==> src/rtl/alu_seq_if.sv <==
`default_nettype none
// ============================================================================
// Module      : alu_seq_if
// Description : Valid/ready request and result bundle for alu_seq.
//               slave = ALU side, master = producer/consumer side.
// Revision    : 1.0 - initial release
// ============================================================================
interface alu_seq_if #(
    parameter int BW = 16
);
    logic          in_valid;
    logic          in_ready;
    logic [BW-1:0] in_a;
    logic [BW-1:0] in_b;
    logic [3:0]    opcode;
    logic          out_valid;
    logic          out_ready;
    logic [BW-1:0] out;
    logic [2:0]    flags;

    modport slave (
        input  in_valid, in_a, in_b, opcode, out_ready,
        output in_ready, out_valid, out, flags
    );

    modport master (
        output in_valid, in_a, in_b, opcode, out_ready,
        input  in_ready, out_valid, out, flags
    );
endinterface
`default_nettype wire

==> src/rtl/alu_seq.sv <==
`default_nettype none
// ============================================================================
// Module      : alu_seq
// Description : Registered, handshaked ALU. Single-cycle arithmetic, logic
//               and shift ops; iterative signed shift-add multiply. Result
//               and {overflow, negative, zero} are held until accepted.
// Revision    : 1.0 - initial release
// ============================================================================
module alu_seq #(
    parameter int BW = 16
) (
    input  wire logic clk,
    input  wire logic rst,
    alu_seq_if.slave  bus
);
    localparam int c_sw = $clog2(BW);
    localparam logic [c_sw-1:0] c_cnt_last = c_sw'(BW - 1);
    localparam logic [BW-1:0]   c_one      = BW'(1);
    localparam logic [BW-1:0]   c_max_pos  = {1'b0, {(BW-1){1'b1}}};
    localparam logic [BW-1:0]   c_min_neg  = {1'b1, {(BW-1){1'b0}}};

    localparam logic [3:0] c_op_add = 4'd0;
    localparam logic [3:0] c_op_sub = 4'd1;
    localparam logic [3:0] c_op_and = 4'd2;
    localparam logic [3:0] c_op_or  = 4'd3;
    localparam logic [3:0] c_op_xor = 4'd4;
    localparam logic [3:0] c_op_not = 4'd5;
    localparam logic [3:0] c_op_inc = 4'd6;
    localparam logic [3:0] c_op_dec = 4'd7;
    localparam logic [3:0] c_op_sll = 4'd8;
    localparam logic [3:0] c_op_srl = 4'd9;
    localparam logic [3:0] c_op_sra = 4'd10;
    localparam logic [3:0] c_op_mul = 4'd11;

    typedef enum logic [1:0] {
        ST_IDLE = 2'd0,
        ST_CALC = 2'd1,
        ST_DONE = 2'd2
    } state_t;

    state_t          r_state;
    state_t          w_next;
    logic            r_live;       // low during reset and the edge it is released on
    logic            w_in_ready;
    logic            w_out_valid;
    logic            w_accept;

    logic [BW-1:0]   r_out;
    logic [2:0]      r_flags;
    logic [c_sw-1:0] r_cnt;
    logic            r_sign;
    logic [2*BW-1:0] r_acc;
    logic [2*BW-1:0] r_mcand;
    logic [BW-1:0]   r_mplier;

    logic [c_sw-1:0] w_sh;
    logic [BW-1:0]   w_res;
    logic            w_ovf;
    logic            w_a_msb;
    logic            w_b_msb;
    logic [BW-1:0]   w_abs_a;
    logic [BW-1:0]   w_abs_b;
    logic [2*BW-1:0] w_acc_nxt;
    logic [2*BW-1:0] w_prod;
    logic [BW:0]     w_prod_top;
    logic            w_mul_ovf;

    assign w_sh    = bus.in_b[c_sw-1:0];
    assign w_a_msb = bus.in_a[BW-1];
    assign w_b_msb = bus.in_b[BW-1];
    // -2^(BW-1) maps to 2^(BW-1), which still fits the unsigned BW-bit magnitude
    assign w_abs_a = w_a_msb ? (~bus.in_a + c_one) : bus.in_a;
    assign w_abs_b = w_b_msb ? (~bus.in_b + c_one) : bus.in_b;

    // Final step is folded into the finishing edge so CALC lasts exactly BW cycles
    assign w_acc_nxt  = r_acc + (r_mplier[0] ? r_mcand : '0);
    assign w_prod     = r_sign ? -w_acc_nxt : w_acc_nxt;
    assign w_prod_top = w_prod[2*BW-1:BW-1];
    assign w_mul_ovf  = ~((&w_prod_top) | (~|w_prod_top));

    assign w_accept = (r_state == ST_IDLE) && r_live && bus.in_valid;

    // Single-cycle operations and their overflow, evaluated on the live operands
    always_comb begin
        w_res = '0;
        w_ovf = 1'b0;
        case (bus.opcode)
            c_op_add: begin
                w_res = bus.in_a + bus.in_b;
                w_ovf = (w_a_msb == w_b_msb) && (w_res[BW-1] != w_a_msb);
            end
            c_op_sub: begin
                w_res = bus.in_a - bus.in_b;
                w_ovf = (w_a_msb != w_b_msb) && (w_res[BW-1] != w_a_msb);
            end
            c_op_and: w_res = bus.in_a & bus.in_b;
            c_op_or:  w_res = bus.in_a | bus.in_b;
            c_op_xor: w_res = bus.in_a ^ bus.in_b;
            c_op_not: w_res = ~bus.in_a;
            c_op_inc: begin
                w_res = bus.in_a + c_one;
                w_ovf = (bus.in_a == c_max_pos);
            end
            c_op_dec: begin
                w_res = bus.in_a - c_one;
                w_ovf = (bus.in_a == c_min_neg);
            end
            c_op_sll: w_res = bus.in_a << w_sh;
            c_op_srl: w_res = bus.in_a >> w_sh;
            c_op_sra: w_res = $signed(bus.in_a) >>> w_sh;
            default:  w_res = '0;  // MUL is handled iteratively; reserved gives 0
        endcase
    end

    // State register; r_live keeps in_ready low until the first edge after reset
    always_ff @(posedge clk) begin
        if (rst) begin
            r_state <= ST_IDLE;
            r_live  <= 1'b0;
        end else begin
            r_state <= w_next;
            r_live  <= 1'b1;
        end
    end

    // Next-state and handshake decode from the state register
    always_comb begin
        w_next      = r_state;
        w_in_ready  = 1'b0;
        w_out_valid = 1'b0;
        case (r_state)
            ST_IDLE: begin
                w_in_ready = r_live;
                if (w_accept) begin
                    w_next = (bus.opcode == c_op_mul) ? ST_CALC : ST_DONE;
                end
            end
            ST_CALC: begin
                if (r_cnt == c_cnt_last) begin
                    w_next = ST_DONE;
                end
            end
            ST_DONE: begin
                w_out_valid = 1'b1;
                if (bus.out_ready) begin
                    w_next = ST_IDLE;
                end
            end
            default: w_next = ST_IDLE;
        endcase
    end

    // Operand capture, shift-add multiply steps and result/flag registers
    always_ff @(posedge clk) begin
        if (rst) begin
            r_out    <= '0;
            r_flags  <= 3'b000;
            r_cnt    <= '0;
            r_sign   <= 1'b0;
            r_acc    <= '0;
            r_mcand  <= '0;
            r_mplier <= '0;
        end else if (w_accept) begin
            if (bus.opcode == c_op_mul) begin
                r_acc    <= '0;
                r_mcand  <= {{BW{1'b0}}, w_abs_a};
                r_mplier <= w_abs_b;
                r_sign   <= w_a_msb ^ w_b_msb;
                r_cnt    <= '0;
            end else begin
                r_out   <= w_res;
                r_flags <= {w_ovf, w_res[BW-1], (w_res == '0)};
            end
        end else if (r_state == ST_CALC) begin
            r_acc    <= w_acc_nxt;
            r_mcand  <= r_mcand << 1;
            r_mplier <= r_mplier >> 1;
            r_cnt    <= r_cnt + c_sw'(1);
            if (r_cnt == c_cnt_last) begin
                r_out   <= w_prod[BW-1:0];
                r_flags <= {w_mul_ovf, w_prod[BW-1], (w_prod[BW-1:0] == '0)};
            end
        end
    end

    assign bus.in_ready  = w_in_ready;
    assign bus.out_valid = w_out_valid;
    assign bus.out       = r_out;
    assign bus.flags     = r_flags;
endmodule
`default_nettype wire

==> src/flat_wrapper.sv <==
// flat-port wrapper written by rule: the top's interface ports become plain ports
module alu_seq_flat 
#(
    parameter int BW = 16
)
  (clk, rst, bus_in_valid, bus_in_a, bus_in_b, bus_opcode, bus_out_ready, bus_in_ready, bus_out_valid, bus_out, bus_flags);
  alu_seq_if #(.BW(BW)) bus_i ();
  input  wire logic clk;
  input  wire logic rst;
  input wire logic [$bits(bus_i.in_valid)-1:0] bus_in_valid;
  input wire logic [$bits(bus_i.in_a)-1:0] bus_in_a;
  input wire logic [$bits(bus_i.in_b)-1:0] bus_in_b;
  input wire logic [$bits(bus_i.opcode)-1:0] bus_opcode;
  input wire logic [$bits(bus_i.out_ready)-1:0] bus_out_ready;
  output wire logic [$bits(bus_i.in_ready)-1:0] bus_in_ready;
  output wire logic [$bits(bus_i.out_valid)-1:0] bus_out_valid;
  output wire logic [$bits(bus_i.out)-1:0] bus_out;
  output wire logic [$bits(bus_i.flags)-1:0] bus_flags;
  assign bus_i.in_valid = bus_in_valid;
  assign bus_i.in_a = bus_in_a;
  assign bus_i.in_b = bus_in_b;
  assign bus_i.opcode = bus_opcode;
  assign bus_i.out_ready = bus_out_ready;
  assign bus_in_ready = bus_i.in_ready;
  assign bus_out_valid = bus_i.out_valid;
  assign bus_out = bus_i.out;
  assign bus_flags = bus_i.flags;
  alu_seq #(.BW(BW)) u_core (.clk(clk), .rst(rst), .bus(bus_i));
endmodule
==> config.mk <==
export PLATFORM = sky130hd
export DESIGN_NAME = alu_seq_flat
export DESIGN_NICKNAME = d
export VERILOG_FILES = /design/src/rtl/alu_seq_if.sv /design/src/rtl/alu_seq.sv /design/src/flat_wrapper.sv
export SDC_FILE = /design/constraint.sdc
export NUM_CORES = 1
export LEC_CHECK = 0
export CAP_MARGIN = 20
export CORE_MARGIN = 2
export CORE_UTILIZATION = 63
export DETAILED_ROUTE_END_ITERATION = 7
export PLACE_DENSITY = 0.83
export SYNTH_ARGS = -nofsm -noshare
export SYNTH_HDL_FRONTEND = slang
export SYNTH_SLANG_ARGS = --single-unit
==> constraint.sdc <==
create_clock -name clk -period 6.2 [get_ports clk]
set_input_delay 0.62 -clock clk [delete_from_list [all_inputs] [get_ports clk]]
set_output_delay 0.62 -clock clk [all_outputs]
set_load 0.02 [all_outputs]
==> results by group, run 1 <==
Status
  • Outcome: complete, but fails checks
  • Failing checks: design-rule violations

Route
  • DR WL met2: 20.43 mm
  • Drt first-iter violations: between 1500 and 2000
  • Number of detailed-route iterations in the first pass: 8
  • Vias per inst: approximately 7
  • Met3 WL: between 4 and 5 mm
  • Met1 WL: between 15 and 20 mm
  • DR top layer: met5
  • Drc violations: 1
  • Routed WL: 44.64 mm
  • Drt wl/cell: between 20 and 25 um
  • Via count: around 14000
  • Post-DRT Antenna Nets: 0

STA
  • Tmin final: about 5.8 ns
  • Pin slew with the least headroom to its limit: roughly 1.1 ns
  • Worst slew margin relative to its limit: roughly 29%
  • Fin Setup TNS: 0 ns
  • Hold slack: about 0.45 ns
  • Slew Viols, Final: 0
  • Maximum clock rate: roughly 170 MHz
  • Tcrit/Tclk final: 93.16%
  • Hold Vio Cnt, Final: 0
  • Final Skew: about 0.013 ns
  • Worst Slack Setup Final: about 0.42 ns
  • RSZ-0062 raised after global routing: no
  • Final Setup Violations: 0

Die
  • Starting density of the core: 64.78%
  • Chip width: approximately 150 um
  • Core area: 19650 um^2
  • I/O Pins: about 60
  • Die height: 146.2 um
  • Row count: 51
  • Die area: between 20000 and 25000 um^2

Synth
  • Area share of the largest cell type after synthesis: 16.67%
  • Post-synth cell types: 96
  • Top cells by count, synth: 204 x nor2_1, 169 x a21oi_1, 163 x nand2_1
  • Top area cells in the synthesized netlist: dfxtp_1 17%, ha_1 9.5%, a21oi_1 6.6%
  • Syn Std Cell Area: between 10000 and 15000 um^2
  • Synthesis Warnings: 0
  • Asr flop ratio synth: 0%
  • EDFF count, synth: 0
  • Yosys reg bits: roughly 110
  • Largest area contributor in the netlist: dfxtp_1
  • Syn Inst Count: approximately 1800
  • Post-synthesis sequential area ratio: 16.67%
  • Syn_area_per_cell: 7.205 um^2
  • Most common cell in the netlist: nor2_1
  • Mapped Nets: approximately 1900
  • Top FF cell, synth: dfxtp_1

Critical path
  • CP Class: reg2reg
  • Worst setup SP type: flip-flop
  • Critical Path Most Common Cell: a21o_1
  • Slowest stage delay, CP: 1.02 ns
  • Critical-path top delay cell: dfxtp_1
  • Worst path arrival time: 6.03 ns
  • Crit-path cells: and2_1 -> ha_1 -> a21o_1 -> a221o_1 -> a21oi_1 -> o211ai_1 -> a21o_1 -> a211o_1 -> or2_2 -> or3_1 -> o41ai_1 -> xor2_1 -> or4_1 -> a31o_1
  • Crit. End Element: flip-flop
  • Critical path fanouts, max: 33
  • Critical path required time: ~6.5 ns

Placed design
  • Setup WS pre-CTS: 0.5469 ns
  • Dpl cells: 2003
  • Final Wtd Congestion: about 1.1
  • Detailed placement HPWL: 33.01 mm
  • Number of port buffers: 60

GRT
  • GR Overflow Total: 0
  • Pin count of the biggest net entering global routing: 60
  • First-pass GRT wire length: roughly 70 mm
  • Vias in the first global route: 13010
  • Initial antenna violation count: 1
  • Gr usage total: 40.37%

Clocking
  • Post-CTS setup buffers: 0
  • Post-CTS Resized: 0
  • Clock-pin transition on the worst setup and hold timing paths: ~0.080 ns
  • CTS Sinks: ~110
  • Clk Latency, worst-skew pair: 0.36 ns
  • TritonCTS clock tree: yes
  • Root Buffer: clkbuf_16
  • Clock Path Buffers: 2
  • Hold_buf cts: 0
  • CTS Buf Count: 9
  • H-tree levels: 3

Flow run
  • Max-Cap Viols: 0

Final layout
  • ANT cells: 0
  • FILL cells: around 1700
  • Multi-input gate area: 9901 um^2
  • Non-Filler Instances: between 2000 and 2500
  • FF/Latch Area: between 2000 and 2500 um^2
  • Layout area overhead: 8.324%
  • Layout cells sized above 1: approximately 7.3%
  • Util after Layout: 70.17%
  • Final nets: approximately 1900

Power
  • Pwr per Cell Area: around 140 nW/um^2
  • Max VDD drop: roughly 0.00014 V
  • LEAKAGE: ~5.5 nW

Min path
  • Hold crit path type: reg2reg
[metrics by stage]
step | power [mW] | cell area [um^2]
after global routing | 1.926 | 13790
after CTS | 1.855 | 13790
after floorplan | 1.047 | 12730
after global placement | 1.224 | 13470
final | 1.873 | 13790
after detailed placement | 1.227 | 13470
[layer usage]
layer	vias up	GRT usage, %
li1	6524	-
met1	6611	49.85
met2	833	67.00
met3	225	6.313
met4	2	23.30
met5	-	0
[cell families (layout without fill, tap and decap cells)]
logic type,Yosys count,in the layout,synth area share (%)
buf+inv,190,177,5.808
flops,106,106,16.67
xor+xnor,82,82,5.789
simple gates,673,673,25.48
compound gates,574,574,30.56
fa+ha+maj,101,101,10.16
mux,41,41,5.533
[area by class of cell]
| class | instances | area share (%) |
|---|---|---|
| flip-flops and latches | 106 | 15.39 |
| inverters | 61 | 1.660 |
| clock buffers | 10 | 1.660 |
| multi-input cells | 1471 | 71.79 |
| clock inverters | 6 | 0.6532 |
| repair buffers | 100 | 6.442 |
| well taps | 265 | 2.404 |
[report_power, final]
part	leakage [nW]	switching [mW]	internal, mW
Sequential	0.855	0.00796	0.687
Combinational	4.46	0.337	0.200
Clock	0.153	0.283	0.357
[critical path: cells and delay by family, from the launching register on]
family	cells	cell delay, ns
xor gates and xnor gates	1	0.15
and+or+nand+nor	4	1.48
AOI/OAI and AO/OA	8	2.65
DFF	1	1.02
adders and majority gates	1	0.38
[placed cells by master (no fill, tap or decap), types with 9 or more instances in the layout]
cell type | Yosys | final
a211oi_1 | 44 | 44
a21o_1 | 25 | 25
a21oi_1 | 169 | 168
a221o_1 | 9 | 9
a22oi_1 | 11 | 11
a31oi_1 | 16 | 16
and2_1 | 42 | 41
and3_1 | 13 | 13
buf_4 | 1 | 41
clkbuf_16 | 0 | 9
clkdlybuf4s50_1 | 0 | 57
dfxtp_1 | 106 | 106
ha_1 | 97 | 97
inv_1 | 58 | 58
mux2i_1 | 13 | 13
mux4_2 | 23 | 23
nand2_1 | 163 | 163
nand3_1 | 73 | 73
nand4_1 | 23 | 23
nor2_1 | 204 | 203
nor2b_1 | 13 | 12
nor3_1 | 47 | 47
nor4_1 | 21 | 20
o211ai_1 | 28 | 28
o21a_1 | 10 | 10
o21ai_0 | 88 | 88
o21bai_1 | 12 | 12
o221ai_1 | 16 | 16
o31ai_1 | 16 | 16
o41ai_1 | 12 | 12
or3_1 | 20 | 20
or4_1 | 10 | 10
xnor2_1 | 58 | 58
xor2_1 | 23 | 23
[registers in the layout (all words and copies together) (netlist names)]
signal            count
u_core.r_mcand       32
u_core.r_sign         1
u_core.r_mplier      16
u_core.bus.flags      3
u_core.r_cnt          4
u_core.r_state        2
u_core.r_live         1
u_core.r_acc         32
u_core.bus.out       15
[final timing paths]
check / to / slack, ns / startpoint / cells after the start
min: u_core.bus.out[10] / 0.45 / u_core.bus.out[10] / 2
max: u_core.bus.flags[2] / 0.42 / u_core.r_mplier[0] / 14
min reg2reg: u_core.bus.out[10] / 0.45 / u_core.bus.out[10] / 2
max reg2reg: u_core.bus.flags[2] / 0.42 / u_core.r_mplier[0] / 14
Power figures use the tool's default switching activity.
==> run 2, diff against run 1 <==
CORE_MARGIN = default   (was 2)
CTS_CLUSTER_SIZE = 20   (was default)
==> run 2 against run 1 <==
Clock power shrank 3.6%. Routed wire length grew 2.9%. Sequential share of layout area is essentially flat. Combinational power is essentially flat. Critical endpoint unchanged. Utilization shrank 0.15 points. Critical path depth is the same. Clock-buffer cell count shrank 1. The flow now finishes without violations. Hold slack gained 0.0015 ns. Non-clock buffer count shrank 3. Fmax shrank 1.1%. Register-to-register slack lost 0.06 ns. Clock skew shrank 0.0031 ns.
==> results by group, run 2 (synthesized netlist as in run 1, its figures left out) <==
STA
  • Worst slew margin relative to its limit: 24.08% (-4.7 points)
  • RSZ-0062 raised after global routing: no
  • Hold Vio Cnt, Final: 0 (unchanged)
  • Maximum clock rate: 171.2 MHz (-1.1%)
  • Pin slew with the least headroom to its limit: 1.137 ns (+0.07084 ns)
  • Final Skew: 0.01016 ns (-0.003055 ns)
  • Tcrit/Tclk final: 94.21% (+1.0 points)
  • Final Setup Violations: 0 (unchanged)
  • Tmin final: 5.841 ns (+0.06477 ns)
  • Fin Setup TNS: 0 ns (unchanged)
  • Worst Slack Setup Final: 0.3592 ns (-0.06477 ns)
  • Slew Viols, Final: 0 (unchanged)

Power
  • Clk pwr share: 33.3% (-0.9 points)
  • Gate power share: 29.1% (+0.4 points)
  • Sequential Power Share: 37.6% (+0.5 points)
  • Switch share: 34.74% (+1.2 points)
  • LEAKAGE: 5.454 nW (-0.32%)
  • P_sw: 0.6429 mW (+2.3%)
  • Max VDD drop: 0.0001349 V (-0.79%)
  • Internal Power: 1.208 mW (-2.9%)
  • Pwr per Cell Area: 134.5 nW/um^2 (-0.96%)

GRT
  • GR Overflow Total: 0 (unchanged)
  • Gr usage total: 44.03% (+3.7 points)
  • Vias in the first global route: 12950 (-0.44%)
  • First-pass GRT wire length: 70.45 mm (+0.58%)
  • Pin count of the biggest net entering global routing: 70 (+17%)
  • Initial antenna violation count: 0 (-1)

Route
  • DR top layer: met4
  • Number of detailed-route iterations in the first pass: 6 (-2)
  • DR WL met2: 21.08 mm (+3.2%)
  • Drt first-iter violations: 1864 (+4.5%)
  • Vias per inst: 7.107 (+1.1%)
  • Met1 WL: 17.28 mm (+0.73%)
  • Met3 WL: 4.786 mm (+19%)
  • Via count: 14330 (+0.93%)
  • Drc violations: 0 (-1)
  • Drt wl/cell: 22.79 um (+3.1%)
  • Post-DRT Antenna Nets: 0 (unchanged)
  • Routed WL: 45.95 mm (+2.9%)

Clocking
  • Post-CTS setup buffers: 0 (unchanged)
  • TritonCTS clock tree: yes
  • Clk Latency, worst-skew pair: 0.36 ns (about the same)
  • Root Buffer: clkbuf_16
  • Hold_buf cts: 0 (unchanged)
  • H-tree levels: 3 (unchanged)
  • CTS Buf Count: 9 (unchanged)
  • Clock Path Buffers: 2 (unchanged)
  • Post-CTS Resized: 0 (unchanged)
  • CTS Sinks: 106 (unchanged)
  • Clock-pin transition on the worst setup and hold timing paths: 0.08 ns (about the same)

Die
  • Starting density of the core: 64.78% (unchanged)
  • Core area: 19650 um^2 (unchanged)
  • I/O Pins: 61 (unchanged)
  • Row count: 51 (unchanged)
  • Die height: 144.2 um (-1.4%)
  • Chip width: 144.2 um (-1.4%)
  • Die area: 20780 um^2 (-2.7%)

Critical path
  • CP Class: reg2reg
  • Worst setup SP type: flip-flop
  • FF-to-FF setup slack: 0.36 ns (-0.06 ns)
  • Crit. End Element: flip-flop
  • Worst path arrival time: 6.09 ns (+0.06 ns)
  • Critical path fanouts, max: 33 (unchanged)
  • Critical path required time: 6.45 ns (about the same)

Flow run
  • Max-Cap Viols: 0 (unchanged)

Final layout
  • Top Registers: u_core.r_acc (32), u_core.r_mcand (32), u_core.r_mplier (16)
  • Most common cell after layout, fill and taps aside: nor2_1
  • ANT cells: 0 (unchanged)
  • FILL cells: 1667 (-4.6%)
  • Final nets: 1887 (-0.16%)
  • Layout cells sized above 1: 7.196% (-0.10 points)
  • Layout area overhead: 8.088%
  • Most frequent cells in the layout: 203 x nor2_1, 168 x a21oi_1, 163 x nand2_1, 106 x dfxtp_1, 97 x ha_1
  • Util after Layout: 70.02% (-0.15 points)

Status
  • Outcome: complete, no violations

Min path
  • Hold crit path type: reg2reg

Placed design
  • Number of port buffers: 60 (unchanged)
  • Detailed placement HPWL: 33.49 mm (+1.4%)
  • Setup WS pre-CTS: 0.5093 ns (-0.03760 ns)
  • Final Wtd Congestion: 1.010 (-5.4%)
-- run 2: per-stage QoR --
| step | cell area, um^2 | hold WS, ns | cells | power [mW] |
|---|---|---|---|---|
| 2_1_floorplan | 12730 | 0.4321 | 1767 | 1.047 |
| 3_3_place_gp | 13450 | 0.4376 | 2000 | 1.220 |
| 3_5_place_dp | 13450 | 0.4462 | 2000 | 1.224 |
| 4_1_cts | 13760 | 0.4573 | 2016 | 1.826 |
| 5_1_grt | 13760 | 0.4771 | 2016 | 1.905 |
| 6_report | 13760 | 0.4546 | 2016 | 1.851 |
-- run 2: power groups by stage --
stage	logic [mW]	registers, mW	clock network, mW
final	0.539	0.695	0.617
after global placement	0.509	0.710	0
after CTS	0.517	0.695	0.614
after floorplan	0.336	0.712	0
after detailed placement	0.514	0.711	0
after global routing	0.572	0.696	0.637
-- run 2: critical path, stage by stage (launching register included) --
cell,delay [ns]
dfxtp_1,1.07
and2_1,0.26
ha_1,0.38
a21o_1,0.24
a221o_1,0.40
a21oi_1,0.35
o211ai_1,0.32
a21o_1,0.27
a211o_1,0.31
or2_2,0.32
or3_1,0.38
o41ai_1,0.51
xor2_1,0.16
or4_1,0.53
a31o_1,0.22
-- run 2: worst paths after layout --
kind,end,from,cells past startpoint
worst max-delay path,u_core.bus.flags[2],u_core.r_mplier[0],14
worst min-delay path,u_core.r_mplier[3],u_core.r_mplier[3],2
worst max register to register,u_core.bus.flags[2],u_core.r_mplier[0],14
worst min register to register,u_core.r_mplier[3],u_core.r_mplier[3],2
-- run 2: area by class of cell --
cell class                 count  area (um^2)  area share (%)
multi-input combinational   1471         9901           71.95
sequential                   106         2122           15.42
timing repair buffer          97        865.8           6.292
tap                          265        331.6           2.410
inverter                      61        229.0           1.664
clock buffer                   9        225.2           1.637
clock inverter                 7        86.33          0.6274
-- run 2: routing by layer --
metal,GRT usage (%),vias up
met5,0,-
met4,26.65,0
met3,8.344,189
met2,72.72,921
met1,53.01,6691
li1,-,6526
